## src/rtl/spi_reg_responder.sv

```systemverilog
// spi_reg_responder: SPI mode-0 slave mapping framed transfers onto a
// 16 x 8-bit register bank with address auto-increment.
module spi_reg_responder #(
   parameter logic [7:0]  DEVICE_ID   = 8'hA5,
   parameter int unsigned SYNC_STAGES = 2
) (
   input  logic         clk,
   input  logic         reset,
   input  logic         SPI_Clk,
   input  logic         SPI_CS,
   input  logic         SPI_MOSI,
   output logic         SPI_MISO,
   output logic         wr_strobe,
   output logic [3:0]   wr_addr,
   output logic [7:0]   wr_data,
   output logic [127:0] regs_flat,
   output logic         busy
);

   typedef enum logic [1:0] {IDLE, CMD, WDATA, RDATA} state_t;

   state_t state_q, state_d;

   logic [SYNC_STAGES-1:0] sclk_sync_q, cs_sync_q, mosi_sync_q;
   logic sclk_s, cs_s, mosi_s;
   logic sclk_prev_q, rise_q, fall_q;
   logic cs_seen_q;

   logic [2:0] cnt_q, cnt_d;
   logic [7:0] rx_q, rx_d, rx_full;
   logic [7:0] tx_q, tx_d;
   logic [7:0] nxt_q, nxt_d;
   logic [3:0] addr_q, addr_d, addr_inc;
   logic       wr_strobe_q, wr_strobe_d;
   logic [3:0] wr_addr_q, wr_addr_d;
   logic [7:0] wr_data_q, wr_data_d;
   logic       we;
   logic [7:0] regs_q [16];

   assign sclk_s   = sclk_sync_q[SYNC_STAGES-1];
   assign cs_s     = cs_sync_q[SYNC_STAGES-1];
   assign mosi_s   = mosi_sync_q[SYNC_STAGES-1];
   assign rx_full  = {rx_q[6:0], mosi_s};
   assign addr_inc = addr_q + 4'd1;

   // CS resets to "low" so a frame already in progress at reset release
   // is not mistaken for a new one; cs_seen_q arms the block once CS is high.
   always_ff @(posedge clk or posedge reset) begin
      if (reset) begin
         sclk_sync_q <= '0;
         cs_sync_q   <= '0;
         mosi_sync_q <= '0;
         sclk_prev_q <= 1'b0;
         rise_q      <= 1'b0;
         fall_q      <= 1'b0;
         cs_seen_q   <= 1'b0;
      end else begin
         sclk_sync_q <= {sclk_sync_q[SYNC_STAGES-2:0], SPI_Clk};
         cs_sync_q   <= {cs_sync_q[SYNC_STAGES-2:0], SPI_CS};
         mosi_sync_q <= {mosi_sync_q[SYNC_STAGES-2:0], SPI_MOSI};
         sclk_prev_q <= sclk_s;
         rise_q      <= sclk_s & ~sclk_prev_q;
         fall_q      <= ~sclk_s & sclk_prev_q;
         if (cs_s) cs_seen_q <= 1'b1;
      end
   end

   // Frame state register
   always_ff @(posedge clk or posedge reset) begin
      if (reset) state_q <= IDLE;
      else       state_q <= state_d;
   end

   // Next state, bit shifting, byte completion and write decode
   always_comb begin
      state_d     = state_q;
      cnt_d       = cnt_q;
      rx_d        = rx_q;
      tx_d        = tx_q;
      nxt_d       = nxt_q;
      addr_d      = addr_q;
      wr_strobe_d = 1'b0;
      wr_addr_d   = wr_addr_q;
      wr_data_d   = wr_data_q;
      we          = 1'b0;
      if (state_q == IDLE) begin
         if (!cs_s && cs_seen_q) begin
            state_d = CMD;
            tx_d    = DEVICE_ID;
            cnt_d   = '0;
         end
      end else if (cs_s) begin
         state_d = IDLE;
         tx_d    = '0;
         cnt_d   = '0;
      end else begin
         if (rise_q) begin
            rx_d  = rx_full;
            cnt_d = cnt_q + 3'd1;
            if (cnt_q == 3'd7) begin
               unique case (state_q)
                  CMD: begin
                     addr_d  = rx_full[3:0];
                     state_d = rx_full[7] ? RDATA : WDATA;
                     nxt_d   = rx_full[7] ? regs_q[rx_full[3:0]] : 8'h00;
                  end
                  WDATA: begin
                     we          = 1'b1;
                     wr_strobe_d = 1'b1;
                     wr_addr_d   = addr_q;
                     wr_data_d   = rx_full;
                     addr_d      = addr_inc;
                     nxt_d       = 8'h00;
                  end
                  RDATA: begin
                     addr_d = addr_inc;
                     nxt_d  = regs_q[addr_inc];
                  end
                  default: ;
               endcase
            end
         end
         // cnt_q == 0 on a fall means a byte just completed: present the next
         if (fall_q) tx_d = (cnt_q == 3'd0) ? nxt_q : {tx_q[6:0], 1'b0};
      end
   end

   // Datapath and register bank
   always_ff @(posedge clk or posedge reset) begin
      if (reset) begin
         cnt_q       <= '0;
         rx_q        <= '0;
         tx_q        <= '0;
         nxt_q       <= '0;
         addr_q      <= '0;
         wr_strobe_q <= 1'b0;
         wr_addr_q   <= '0;
         wr_data_q   <= '0;
         for (int i = 0; i < 16; i++) regs_q[i] <= '0;
      end else begin
         cnt_q       <= cnt_d;
         rx_q        <= rx_d;
         tx_q        <= tx_d;
         nxt_q       <= nxt_d;
         addr_q      <= addr_d;
         wr_strobe_q <= wr_strobe_d;
         wr_addr_q   <= wr_addr_d;
         wr_data_q   <= wr_data_d;
         if (we) regs_q[addr_q] <= rx_full;
      end
   end

   // Flatten the bank for core logic
   always_comb begin
      regs_flat = '0;
      for (int i = 0; i < 16; i++) regs_flat[8*i +: 8] = regs_q[i];
   end

   assign SPI_MISO  = tx_q[7];
   assign wr_strobe = wr_strobe_q;
   assign wr_addr   = wr_addr_q;
   assign wr_data   = wr_data_q;
   assign busy      = ~cs_s & cs_seen_q;

endmodule

```

## config.mk

```make
export PLATFORM = sky130hd
export DESIGN_NAME = spi_reg_responder
export DESIGN_NICKNAME = d
export VERILOG_FILES = /design/src/rtl/spi_reg_responder.sv
export SDC_FILE = /design/constraint.sdc
export NUM_CORES = 1
export LEC_CHECK = 0
export ABC_AREA = 0
export CORE_UTILIZATION = 40
export DETAILED_ROUTE_END_ITERATION = 16
export PLACE_DENSITY = 0.66
export SLEW_MARGIN = 30
export SYNTH_ARGS = -nofsm -noshare
export SYNTH_HDL_FRONTEND = slang
export SYNTH_SLANG_ARGS = --single-unit
```

## constraint.sdc

```tcl
create_clock -name clk -period 17.4 [get_ports clk]
set_input_delay 2.61 -clock clk [delete_from_list [all_inputs] [get_ports clk]]
set_output_delay 2.61 -clock clk [all_outputs]
set_load 0.05 [all_outputs]
```

==> results.toml <==
[grt]
grt_pass1_vias = 6916
grt.overflow.total = 0
antenna_found_initial = 0
grt_max_degree = 101
grt.total_usage = 0.246
grt_pass1_wl_um = 42900

[yosys]
synth.cell_area_mm2 = 0.00918
synth_top_family_by_area = "multiplexers"
synth_area_per_cell_um2 = 13.7
synth_compound_area_frac = 0.0414
synthFlopType = "dfrtp_1"
async_flop_share = 1.00
ys_types = 44
synth-edff-count = 0
synth_xor_area_frac = 0.00368
synth.top_cell.area_share = 0.499
synth_seq_cells = 183
synth_most_common_cell = "dfrtp_1"
syn-num-nets = 681
seq_area_frac_synth = 0.499
ys_top_cells_by_area = "dfrtp_1 50%, mux2_2 18%, mux4_2 15%"
synthAdderAreaFrac = 0.00954
synthCells = 669
synthMuxAreaShare = 0.355
synth_top_area_cell = "dfrtp_1"
yosys.area_share.simple = 0.0664
ys.warnings.count = 0
synth_top_cells_by_count = "183 x dfrtp_1, 143 x mux2_2, 60 x mux4_2"

[power_and_ir_drop]
p_sw_frac = 0.249
p_comb_frac = 0.060
p_total_mw = 0.910
ir_worst_vdd_uv = 69.1
pwr-share-clk = 0.448
switching_power_mw = 0.227
intPower_mw = 0.683
p_per_area_mw_per_mm2 = 78.8
p_seq_frac = 0.492
p_leak_nw = 5.04

[floorplan]
die_w_um = 153
num_rows = 55
ios = 148
die_y_um = 153
core_region_area_mm2 = 0.0226
die-area_mm2 = 0.0236
initial_utilization = 0.407

[placement]
place_congestion = 0.892
pre_cts_slack_ns = 12.79
dpl.hpwl_um = 18700
dp.cells = 1063
port_buffers = 147

[route]
drt_first_pass_iters = 5
wl_per_cell_um = 25.2
dr_wl_met3_um = 1610
drt-initial-drc-count = 531
ant_nets = 0
top_layer = "met4"
m1WireLength_um = 11600
drc = 0
met2_length_um = 13100
viasPerCell = 5.96
via_count = 6527
routed_wl_um = 27600

[worst_setup_path]
cp_cell_sequence = "nor2b_1 > clkdlybuf4s50_1"
startpoint = "cs_sync_q[1]"
crit_slowest_cell = "clkdlybuf4s50_1"
r2r-end = "regs_flat[102]"
critPathBufInv = 1
reg2regPathDepth = 7
r2r_slack_ns = 14.19
critPathRequiredTime_ns = 14.79
critPathMaxStageDelay_ns = 0.86
setup.worst_path.end = "busy"
crit_arrival_ns = 2.08
critPathCaptureType = "output port"
cpLargestDelayFamily = "buffers and inverters"
r2r_start = "cnt_q[1]"
critPathLaunchType = "flip-flop"
critical_path_class = "flip-flop to output port"
path_max_fanout = 14
worstSetupPathDepth = 2

[clock_network]
clk_path_buf_depth = 2
cts_tree = "done"
cts_post_setup_buffers_inserted = 0
post_cts_resized = 0
clock_latency_ns = 0.44
hold_buffers = 0
clkTransAtPathRegs_ns = 0.07
cts_sinks = 183
htreeDepth = 4
numCtsBuffers = 17
ctsRootBufferMaster = "clkbuf_16"

[status]
outcome = "completed"

[timing]
drv_slew = 0
whs_ns = 0.359
finalHoldViolCount = 0
fin_crit_sh = 0.270
period_needed_ns = 4.69
max_freq_mhz = 213
finalClockSkew_ns = 0.00922
finalSetupTns_ns = 0
setup_slack_ns = 12.71
rsz0062_at_grt = "false"
slew_headroom = 0.311
setup-violations-final = 0
worst_slew_pin_slew_ns = 1.03

[cells_and_area]
antenna_cells = 0
area_delta_synth_final_pct = 25.8
nets = 809
stdcell_count = 1095
drive_above_1_share = 0.320

[job]
timing.max_cap.violations = 0

[min_path]
hold_class = "flip-flop to flip-flop"
## flip-flops by register name, indices dropped and copies added, names as in the netlist, 2 cells and up
signal / count
addr_q: 4
cnt_q: 3
cs_sync_q: 2
mosi_sync_q: 2
nxt_q: 8
regs_flat: 128
rx_q: 7
sclk_sync_q: 2
state_q: 2
tx_q: 8
wr_addr: 4
wr_data: 8
## final cells by class
cell class | count | area (um^2)
sequential | 183 | 4580
tap | 285 | 357
clock buffer | 19 | 453
timing repair buffer | 157 | 1550
inverter | 8 | 37.5
fill | 1910 | 11000
clock inverter | 13 | 168
multi-input combinational | 430 | 4400
## metal layers
| layer | up-vias | GRT usage |
|---|---|---|
| met2 | 269 | 0.385 |
| met4 | 0 | 0.120 |
| met1 | 3443 | 0.321 |
| met3 | 60 | 0.0576 |
| li1 | 2755 | - |
| met5 | - | 0 |
## worst reg2reg max path, stage by stage, from the launching register on
cell	delay [ns]
dfrtp_1	0.40
ha_1	0.17
ha_1	0.24
nand4b_1	0.21
nor2_4	0.58
nand2_1	0.24
nor2_1	0.82
mux2_2	0.43
## cells in the final DEF (no fill, tap or decap), types with 4 or more instances in the layout
cell type          n
nor3_1            10
mux2_1             5
nor2_2             6
a21oi_1            7
o21a_1             4
o21ai_0           23
nand3_1           10
mux2_2           143
nor2_1            19
nor2b_1           17
clkdlybuf4s50_1  147
nand2_1           48
inv_1              6
clkbuf_16         17
o31ai_1            5
mux4_2            60
mux2i_1           24
a221oi_1           6
ha_1               7
dfrtp_1          181
buf_4              9
## power by group through the flow
| stage | sequential [mW] | clock (mW) | combinational, mW |
|---|---|---|---|
| 2_1_floorplan | 0.444 | 0 | 0.0452 |
| 3_3_place_gp | 0.455 | 0 | 0.0530 |
| 3_5_place_dp | 0.455 | 0 | 0.0545 |
| 4_1_cts | 0.447 | 0.414 | 0.0550 |
| 5_1_grt | 0.449 | 0.436 | 0.0592 |
| 6_report | 0.448 | 0.408 | 0.0545 |
## worst min-delay path by stage
stage                         startpoint              to  slack (ns)  depth (start not counted)
final                     mosi_sync_q[0]  mosi_sync_q[1]        0.36                          0
after global routing      mosi_sync_q[0]  mosi_sync_q[1]        0.37                          0
after CTS                 mosi_sync_q[0]  mosi_sync_q[1]        0.36                          0
after detailed placement  sclk_sync_q[0]  sclk_sync_q[1]        0.34                          0
after global placement    mosi_sync_q[0]  mosi_sync_q[1]        0.34                          0
after floorplan             cs_sync_q[0]    cs_sync_q[1]        0.33                          0
## metrics by stage
| step | cell area [um^2] | utilization |
|---|---|---|
| final | 11500 | 0.512 |
| after floorplan | 9180 | - |
| after global routing | 11500 | 0.512 |
| after CTS | 11500 | 0.511 |
| after detailed placement | 10900 | 0.484 |
| after global placement | 10900 | 0.483 |
## cells by family (layout without fill, tap and decap cells)
family	Yosys count	after routing
AOI/OAI and AO/OA	59	59
xor gates and xnor gates	3	3
adders and majority gates	7	7
buffers and inverters	56	197
DFF	183	183
muxes	232	232
and+or+nand+nor	129	129
Power figures use the tool's default switching activity.
